File: src/rtl/pipe_stall_ctrl.sv
// Stall merger and multi-cycle EX sequencer for the five-stage core.
// Optional performance counters are built when STALL_PERF_EN is defined.
module pipe_stall_ctrl #(
    parameter int MC_CYCLES = 32
) (
    input  logic        clk,
    input  logic        rst,
    input  logic        stallreq_id,
    input  logic        mc_start,
    input  logic        stallreq_mem,
    input  logic        flush,
    output logic [5:0]  stall,
    output logic        mc_done,
    output logic        mc_busy,
    output logic [31:0] perf_stall_cyc,
    output logic [31:0] perf_mc_ops,
    output logic [31:0] perf_load_use
);

    typedef enum logic [1:0] {
        IDLE = 2'd0,
        BUSY = 2'd1,
        DONE = 2'd2
    } state_t;

    localparam logic [7:0] CNT_LOAD    = 8'(MC_CYCLES - 1);
    localparam logic [5:0] STALL_MEM   = 6'b011111;
    localparam logic [5:0] STALL_EX    = 6'b001111;
    localparam logic [5:0] STALL_ID    = 6'b000111;

    state_t     state;
    logic [7:0] cnt;
    logic       stallreq_ex;

    // EX asks for a hold from the start cycle through the last BUSY cycle.
    always_comb begin
        stallreq_ex = ((state == IDLE) && mc_start) || (state == BUSY);
    end

    always_comb begin
        stall = 6'b000000;
        if (rst || flush)
            stall = 6'b000000;
        else if (stallreq_mem)
            stall = STALL_MEM;
        else if (stallreq_ex)
            stall = STALL_EX;
        else if (stallreq_id)
            stall = STALL_ID;
    end

    always_comb begin
        mc_done = !rst && !flush && (state == DONE);
        mc_busy = !rst && ((state == BUSY) || (state == DONE));
    end

    always_ff @(posedge clk) begin
        if (rst || flush) begin
            state <= IDLE;
            cnt   <= 8'd0;
        end else begin
            case (state)
                IDLE: begin
                    if (mc_start) begin
                        state <= BUSY;
                        cnt   <= CNT_LOAD;
                    end
                end
                BUSY: begin
                    // Memory wait states do not pause the divider.
                    if (cnt == 8'd0)
                        state <= DONE;
                    else
                        cnt <= cnt - 8'd1;
                end
                DONE: begin
                    // Result slot is held until EX can actually advance.
                    if (!stallreq_mem)
                        state <= IDLE;
                end
                default: begin
                    state <= IDLE;
                    cnt   <= 8'd0;
                end
            endcase
        end
    end

`ifdef STALL_PERF_EN
    logic [31:0] stall_cyc_q;
    logic [31:0] mc_ops_q;
    logic [31:0] load_use_q;
    logic        mc_exit;

    always_comb begin
        mc_exit = (state == DONE) && !stallreq_mem && !flush;
    end

    always_ff @(posedge clk) begin
        if (rst) begin
            stall_cyc_q <= 32'd0;
            mc_ops_q    <= 32'd0;
            load_use_q  <= 32'd0;
        end else begin
            if (stall[0])
                stall_cyc_q <= stall_cyc_q + 32'd1;
            if (mc_exit)
                mc_ops_q <= mc_ops_q + 32'd1;
            if (stall == STALL_ID)
                load_use_q <= load_use_q + 32'd1;
        end
    end

    always_comb begin
        perf_stall_cyc = rst ? 32'd0 : stall_cyc_q;
        perf_mc_ops    = rst ? 32'd0 : mc_ops_q;
        perf_load_use  = rst ? 32'd0 : load_use_q;
    end
`else
    always_comb begin
        perf_stall_cyc = 32'd0;
        perf_mc_ops    = 32'd0;
        perf_load_use  = 32'd0;
    end
`endif

endmodule

File: config.mk
export PLATFORM = sky130hd
export DESIGN_NAME = pipe_stall_ctrl
export DESIGN_NICKNAME = d
export VERILOG_FILES = /design/src/rtl/pipe_stall_ctrl.sv
export SDC_FILE = /design/constraint.sdc
export NUM_CORES = 1
export LEC_CHECK = 0
export CORE_UTILIZATION = 34
export CTS_CLUSTER_SIZE = 10
export DETAILED_ROUTE_END_ITERATION = 10
export PLACE_DENSITY = 0.81
export SYNTH_ARGS = -nofsm -noshare
export SYNTH_HDL_FRONTEND = slang
export SYNTH_SLANG_ARGS = --single-unit
File: constraint.sdc
create_clock -name clk -period 2.1 [get_ports clk]
set_clock_uncertainty 0.05 [all_clocks]
set_input_delay 0.42 -clock clk [delete_from_list [all_inputs] [get_ports clk]]
set_output_delay 0.42 -clock clk [all_outputs]
set_load 0.02 [all_outputs]
== Yosys cells after proc, flatten, opt, wreduce, memory -nomap -nowiden ==
Cells that the tools add are included.

* Register bits after elaboration: 10
* Bits of input ports: 6
* Output and inout port bits: 104
* Logic and storage cells: 34

* Add/subtract/negate cells: 1
* Equal/unequal tests: 6
* Mux-type cells: 11
* Bitwise logic cells: 1
* Reductions and logical operators: 13

{| class="wikitable"
|+ Operators with widths
! kind !! count
|-
| 8-bit one-hot mux with 3 select lines || 1
|-
| 8-bit two-way mux || 2
|-
| 5-bit two-way mux || 2
|-
| 8-bit zero test || 1
|-
| 8-bit by 1-bit subtractor with 8-bit output, second input constant || 1
|-
| 2-bit two-way mux || 3
|-
| 2-bit inequality test, second input constant || 3
|-
| 2-bit one-hot mux with 3 select lines || 1
|-
| 3-bit AND reduction || 2
|-
| 1-bit logical AND || 4
|-
| 4-bit two-way mux || 1
|-
| 1-bit logical OR || 3
|-
| 3-bit two-way mux || 1
|-
| 2-bit by 1-bit == test with 1-bit output, second input constant || 1
|-
| 2-bit == test, second input constant || 1
|-
| 1-bit zero test || 2
|-
| 2-bit zero test || 1
|-
| 2-bit by 1-bit inequality test with 1-bit output, second input constant || 1
|-
| 1-bit inverter || 1
|}

== Logic depth before layout (Yosys ltp) ==
Gate-level depths: netlist of the first run.

* Depth after elaboration: 6
* Mapped depth: 7
* Gate-level depth less buffers: 6

== Worst setup path before layout of the first run ==
Ideal clock, no wire load.

* Path kind: reg-to-output
* Start: reg state[1]
* End: out stall[1]
* Data arrival time: 1.685 ns
* Required time: 1.630 ns
* Slack: -0.055 ns
* Cell stages (with the launch flop): 8
* Buffers on the path: 2
* Path through: dfxtp_1 inv_1 ha_1 clkbuf_1 a211oi_1 nor2_1 a21o_1 buf_4

* Word-level cells in the longest chain between the ends: 6
* Elaborated cells between the ends (all ways): 7
* Classes of those cells: 1 x eq/ne; 3 x mux; 3 x reduce/logical

{| class="wikitable"
|+ RTL lines
! item !! RTL line !! RTL
|-
| start, declared || 31 || <nowiki>state_t state;</nowiki>
|-
| start signal, assigned || 59 || <nowiki>state <= IDLE;</nowiki>
|-
| start signal, assigned || 65 || <nowiki>state <= BUSY;</nowiki>
|-
| start signal, assigned || 72 || <nowiki>state <= DONE;</nowiki>
|-
| 2-bit zero test || 37 || <nowiki>stallreq_ex = ((state == IDLE) && mc_start) || (state == BUSY);</nowiki>
|-
| 1-bit logical AND || 37 ||
|-
| 1-bit logical OR (*) || 37 ||
|-
| 4-bit two-way mux (*) || 46 || <nowiki>else if (stallreq_ex)</nowiki>
|-
| 5-bit two-way mux (*) || 44 || <nowiki>else if (stallreq_mem)</nowiki>
|-
| 5-bit two-way mux (*) || 42 || <nowiki>if (rst || flush)</nowiki>
|-
| end, declared || 12 || <nowiki>output logic [5:0] stall,</nowiki>
|}

Every way passes the cells marked *; elsewhere a longest branch is shown, timed or not.

== Final worst setup path of the first run ==
* Start: in flush
* End: out stall[1]

* Word-level cells in the longest chain between the ends: 2

{| class="wikitable"
|+ RTL lines
! item !! RTL line !! RTL
|-
| start, declared || 11 || <nowiki>input logic flush,</nowiki>
|-
| 1-bit logical OR || 42 ||
|-
| 5-bit two-way mux || 42 ||
|}

Every way passes these cells.

==> impl_results.md, run 1 <==
* Final Hold Viols at 0
* Row count at 23
* Non-Filler Instances at 253
* Final HPWL from detailed placement at 1.72 mm
* Cells after Synth at 180
* Initial antenna violation count at 0
* CP Max Fanout at 3
* 1st-iter DRT viols at 29
* Leak at 0.736 nW
* Via count at 940
* Int Power at 444 uW
* CP Cell Sequence: clkdlybuf4s50_1 > or2_2 > nor2_2 > a21o_1 > buf_2
* Critical path class: input port to primary output
* GRT met3 Usage at 3.04%
* Slew headroom at 64.1%
* NetSw at 367 uW
* Worst Setup Start Kind: input port
* HP Class: register to register
* Routed len/inst at 8.25 um
* Worst-margin pin slew at 0.535 ns
* End point of the critical path: stall[1]
* DIE WIDTH at 67.2 um
* RSZ-0062 raised after global routing: true
* Antenna viol nets, final at 0
* Async SR Flop Fraction at 0%
* Met1 Use GR at 9.66%
* Outcome: finished clean
* Synth top area share at 51.4%
* Reg clk slew, reported paths at 0.05 ns
* Setup bufs post-CTS at 0
* Peak Freq at 0.486 GHz
* Part of the power in registers at 26.9%
* Worst r2r path cells at 7
* Worst path required time at 1.63 ns
* Largest cells by area after synthesis: buf_4, dfxtp_1, ha_1, a211oi_1, o31ai_1
* Routability-driven placement congestion ratio at 0.845
* First-pass DRT Iterations at 4
* Area of the core at 4030 um^2
* Area Overhead vs Synth at -5.88%
* Sw Share at 45.3%
* Initial Utilization at 35.9%
* Number of synthesized flops with an enable pin at 0
* Power Total at 811 uW
* Clk pwr share at 25.4%
* First-pass GRT wire length at 3.05 mm
* Largest net degree at the start of global routing at 14
* Final Cycle Share at 98.0%
* Comb pwr share at 47.7%
* Crit path from: flush
* GRT overflow at 0
* CTS max path bufs at 2
* CTS tree: built
* CP max stage cell: clkdlybuf4s50_1
* Worst reg2reg setup slack at 0.12 ns
* # nets final at 217
* Layout cells sized above 1 at 14.3%
* Total detailed-routing wirelength at 2.09 mm
* Syn Area/Cell at 8.04 um^2
* Critical path endpoint category: primary output
* Most common cell after layout, fill and taps aside: conb_1
* Number of port buffers at 12
* PwrDens at 596 nW/um^2
* R2R Path End: cnt[5]
* Met2 usage at 16.1%
* Cell Area, Synth at 1450 um^2
* Period minus WS final at 2.06 ns
* H-tree Lvls at 1
* Ys Warns at 0
* FF-to-FF Start: state[0]
* Drt drc at 0
* CTS sink cnt at 10
* Number of synthesized register bits at 10
* Number of library cell types mapped by synthesis at 39
* Via density at 3.72
* Crit path DAT at 1.59 ns
* Io pins at 110
* Number of max-cap violations at 0
* Critical Path Max Stage Delay at 0.42 ns
* DP Cell Count at 250
* Area leader, netlist: buf_4
* Max-slew violation count at 0
* Clock Latency Late Sink at 0.24 ns
* VDD IR max at 0.339 mV
* # diodes at 0
* Commonest cells after routing, fill and taps aside: conb_1, buf_4, dfxtp_1
* GRT Overall Usage at 9.08%
* Fill count at 437
* CTS Root Cell: clkbuf_8
* Vias in the first global route at 721
* GR peak layer: met2
* CTS buffer count at 3
* Post-synthesis sequential area ratio at 13.8%
* DIE AREA at 4520 um^2
* Setup violators final at 0
* CTS Hold Bufs at 0
* Top_reg_cell synth: dfxtp_1
* Die Y at 67.2 um
[Yosys cell counts, drive strengths merged, types with 2 or more instances]
cell / count
or3: 2
and2: 3
a21boi: 3
inv: 5
nand2: 3
o31ai: 4
a31oi: 2
nor3: 3
clkbuf: 2
or4: 2
a211oi: 4
dfxtp: 10
nor2b: 4
a21o: 2
nor4b: 2
nor2: 4
a21oi: 3
buf: 100
ha: 6
[stage by stage]
step                cell area, um^2  TNS, ns  setup WS [ns]  hold WS (ns)  util (%)
finish                         1360        0         0.0417         0.432      33.8
global route                   1360  -0.0262       -0.00891         0.480      33.8
CTS                            1360        0         0.0252         0.434      33.7
detailed placement             1340    -1.95         -0.427         0.427      33.1
global placement               1340    -1.69         -0.368         0.418      33.1
floorplan                      1810        0         0.0414         0.400         -
[sequential cells by signal (all words and copies together), names as in the netlist]
name   count
state      2
cnt        8
[area by class of cell]
type                    count  area, um^2  share of cell area (%)
multi-input cells         159         836                    61.4
repair buffers             26         201                    14.8
inverters                   5        18.8                    1.38
flip-flops and latches     10         201                    14.8
clock buffers               3        41.3                    3.03
well taps                  50        62.6                    4.60
[worst max-delay path, delay by kind of cell]
kind / cells / cell delay (ns)
buf+inv: 2 / 0.59
compound gates: 1 / 0.12
simple gates: 2 / 0.46
[power by group through the flow]
stage / registers, mW / clock network, mW / logic [mW]
global placement: 0.221 / 0 / 0.381
CTS: 0.218 / 0.212 / 0.382
detailed placement: 0.222 / 0 / 0.387
global route: 0.221 / 0.216 / 0.423
floorplan: 0.218 / 0 / 0.446
finish: 0.218 / 0.206 / 0.387
[worst min path at each step]
| stage | from | to | cells after the start |
|---|---|---|---|
| 3_3_place_gp | cnt[6] | cnt[6] | 2 |
| 5_1_grt | cnt[6] | cnt[6] | 2 |
| 2_1_floorplan | cnt[6] | cnt[6] | 2 |
| 6_report | cnt[6] | cnt[6] | 2 |
| 4_1_cts | cnt[6] | cnt[6] | 2 |
| 3_5_place_dp | cnt[6] | cnt[6] | 2 |
[metal layers]
layer / up-vias / wire [um] / part of all wire, %
met3: 4 / 160 / 7.7
met2: 55 / 1080 / 52
met5: - / 0 / 0
li1: 457 / - / -
met4: 0 / 25 / 1.2
met1: 424 / 816 / 39
[timing repair]
action / CTS / global route
endpoints found under the setup margin: 7 / 6
gates resized for setup: 18 / 4
pin swaps: 0 / 2
[kinds of logic after synthesis]
family | Yosys count | synth area share (%)
buffers and inverters | 107 | 54.0
AND/OR/NAND/NOR | 28 | 11.9
AO/OA/AOI/OAI | 27 | 14.2
flip-flops | 10 | 13.8
adder cells (fa/ha/maj) | 6 | 5.19
multiplexers | 1 | 0.692
other | 1 | 0.259
Power figures use the tool's default switching activity.
==> inputs of run 2 (changes only) <==
- GPL_ROUTABILITY_DRIVEN: not set -> 0
- clock period: 2.1 -> 2.2 ns (I/O delays scaled with it)
==> run 2 against run 1 <==
  * Sequential power shrank 4%
  * Clock power is 17% higher
  * Count of clock-buffer cells in the layout grew 1
  * Sequential share of layout area increased by 0.11 points
  * Sequential cell count stayed put
  * Cell count is 1.2% lower
  * Total power is 0.69% lower
  * Combinational power fell by 8.3%
  * Highest routed layer unchanged
==> impl_results.md, run 2 (synthesis gave the netlist of run 1 again) <==
* Outcome: finished clean
* CTS tree: built
* FF-to-FF Start: state[1]
* Area Overhead vs Synth at -7.18%
* Total detailed-routing wirelength at 2.00 mm (-4.0%)
* Clk pwr share at 29.9% (+4.5 points)
* # nets final at 213 (-1.8%)
* Critical path class: input port to primary output
* Max-slew violation count at 0 (unchanged)
* DP Cell Count at 246 (-1.6%)
* Crit. path cell count at 4 (-1)
* Number of max-cap violations at 0 (unchanged)
* Slew headroom at 66.1% (+2.0 points)
* CP max stage cell: clkdlybuf4s50_1
* GRT overflow at 0 (unchanged)
* Clock Latency Late Sink at 0.24 ns (about the same)
* Final Cycle Share at 96.3%
* Critical path endpoint category: primary output
* Via count at 930 (-1.1%)
* Setup violators final at 0 (unchanged)
* CTS max path bufs at 2 (unchanged)
* Comb pwr share at 44.1% (-3.6 points)
* CTS sink cnt at 10 (unchanged)
* First-pass DRT Iterations at 4 (unchanged)
* CTS buffer count at 3 (unchanged)
* Leak at 0.737 nW (+0.14%)
* Reg clk slew, reported paths at 0.05 ns (about the same)
* Vias in the first global route at 647 (-10%)
* End point of the critical path: stall[3]
* Commonest cells after routing, fill and taps aside: conb_1, dfxtp_1, buf_4
* Routed len/inst at 8.01 um (-2.8%)
* Hold WS at 0.441 ns (+0.00955 ns)
* DIE AREA at 4520 um^2 (unchanged)
* Max reg flops at 8 (unchanged)
* R2R Path End: cnt[5]
* NetSw at 354 uW (-3.7%)
* Worst path required time at 1.71 ns (+0.08 ns)
* CP Cell Sequence: clkdlybuf4s50_1 > or2_2 > nor2_1 > clkdlybuf4s15_1
* First-pass GRT wire length at 2.79 mm (-8.6%)
* GRT Overall Usage at 8.04% (-1.0 points)
* PwrDens at 600 nW/um^2 (+0.70%)
* Part of the power in registers at 26.0% (-0.9 points)
* Row count at 23 (unchanged)
* CP Max Fanout at 3 (unchanged)
* Largest registers: cnt x8, state x2
* Crit path from: rst
* Worst-margin pin slew at 0.505 ns (-0.0297 ns)
* CTS Root Cell: clkbuf_8
* RSZ-0062 raised after global routing: false
* Peak Freq at 0.472 GHz
* Layout cells sized above 1 at 10.5% (-3.8 points)
* Most common cell after layout, fill and taps aside: conb_1
* Initial Utilization at 35.9% (unchanged)
* Via density at 3.72 (+0.12%)
* # diodes at 0 (unchanged)
* Critical Path Max Stage Delay at 0.43 ns (about the same)
* Period minus WS final at 2.12 ns
* Int Power at 452 uW (+1.8%)
* H-tree Lvls at 1 (unchanged)
* Worst path top cell family by delay: buffers and inverters
* Area of the core at 4030 um^2 (unchanged)
* Sw Share at 43.9% (-1.4 points)
* Biggest register: cnt
* Drt drc at 0 (unchanged)
* Worst reg2reg setup slack at 0.14 ns (+0.02 ns)
* Final Hold Viols at 0 (unchanged)
* HP Class: register to register
* Number of port buffers at 12 (unchanged)
* Io pins at 110 (unchanged)
* Worst r2r path cells at 7 (unchanged)
* Largest net degree at the start of global routing at 14 (unchanged)
* Initial antenna violation count at 0 (unchanged)
* 1st-iter DRT viols at 15 (-48%)
* DIE WIDTH at 67.2 um (unchanged)
* Antenna viol nets, final at 0 (unchanged)
* Setup bufs post-CTS at 0 (unchanged)
* Crit path DAT at 1.63 ns (+0.04 ns)
* Critical path buffers and inverters at 2 (unchanged)
* Non-Filler Instances at 250 (-1.2%)
* VDD IR max at 0.389 mV (+15%)
* Die Y at 67.2 um (unchanged)
* Final HPWL from detailed placement at 1.60 mm (-7.5%)
* Worst Setup Start Kind: input port
## run 2: cell types whose count changed in the layout (fill, tap and decap cells not counted), sizes merged
cell	before	now
clkdlybuf4s15	0	1
buf	18	13
clkbuf	3	4
dlymetal6s2s	0	1
dlygate4sd2	3	2
## run 2: tightest hold or removal path, delay by kind of cell, from the launching register on
family,cells,cell delay [ns]
flip-flops,1,0.33
AND/OR/NAND/NOR,1,0.06
multiplexers,1,0.05
## run 2: final cells by class
cell class / count / area [um^2]
Multi-Input combinational cell: 159 / 826
Fill cell: 444 / 2690
Clock buffer: 4 / 55.1
Tap cell: 50 / 62.6
Timing Repair Buffer: 22 / 180
Sequential cell: 10 / 200
Inverter: 5 / 18.8
## run 2: worst min-delay path by stage
| stage | startpoint | end | depth (start not counted) |
|---|---|---|---|
| 2_1_floorplan | cnt[6] | cnt[6] | 2 |
| 3_3_place_gp | cnt[6] | cnt[6] | 2 |
| 3_5_place_dp | cnt[6] | cnt[6] | 2 |
| 4_1_cts | cnt[6] | cnt[6] | 2 |
| 5_1_grt | cnt[6] | cnt[6] | 2 |
| 6_report | cnt[6] | cnt[6] | 2 |
## run 2: power by group through the flow
stage / clock network [mW] / logic, mW / registers [mW]
floorplan: 0 / 0.425 / 0.209
global placement: 0 / 0.351 / 0.211
detailed placement: 0 / 0.356 / 0.212
CTS: 0.245 / 0.355 / 0.209
global route: 0.249 / 0.390 / 0.211
finish: 0.241 / 0.355 / 0.209
## run 2: layer usage
layer	vias to the layer above	share of wire (%)	global-route usage, %
li1	449	-	-
met4	0	0.70	2.13
met5	-	0	0
met1	417	40	10.0
met3	2	9.1	3.04
met2	62	50	12.9
## run 2: timing repair
item	in CTS	in global routing
endpoints found under the setup margin	6	4
cloned	0	0
resized for setup	13	4
pin swaps	0	0
hold buffers	0	0
## run 2: metrics by stage
step | area (um^2) | utilization, % | worst slack, ns | TNS [ns] | power [mW]
2_1_floorplan | 1810 | - | 0.0250 | 0 | 0.633
3_3_place_gp | 1300 | 32.3 | -0.327 | -1.43 | 0.562
3_5_place_dp | 1300 | 32.3 | -0.349 | -1.51 | 0.568
4_1_cts | 1350 | 33.5 | 0.00308 | 0 | 0.808
5_1_grt | 1340 | 33.3 | 0.00410 | 0 | 0.850
6_report | 1340 | 33.3 | 0.0820 | 0 | 0.805
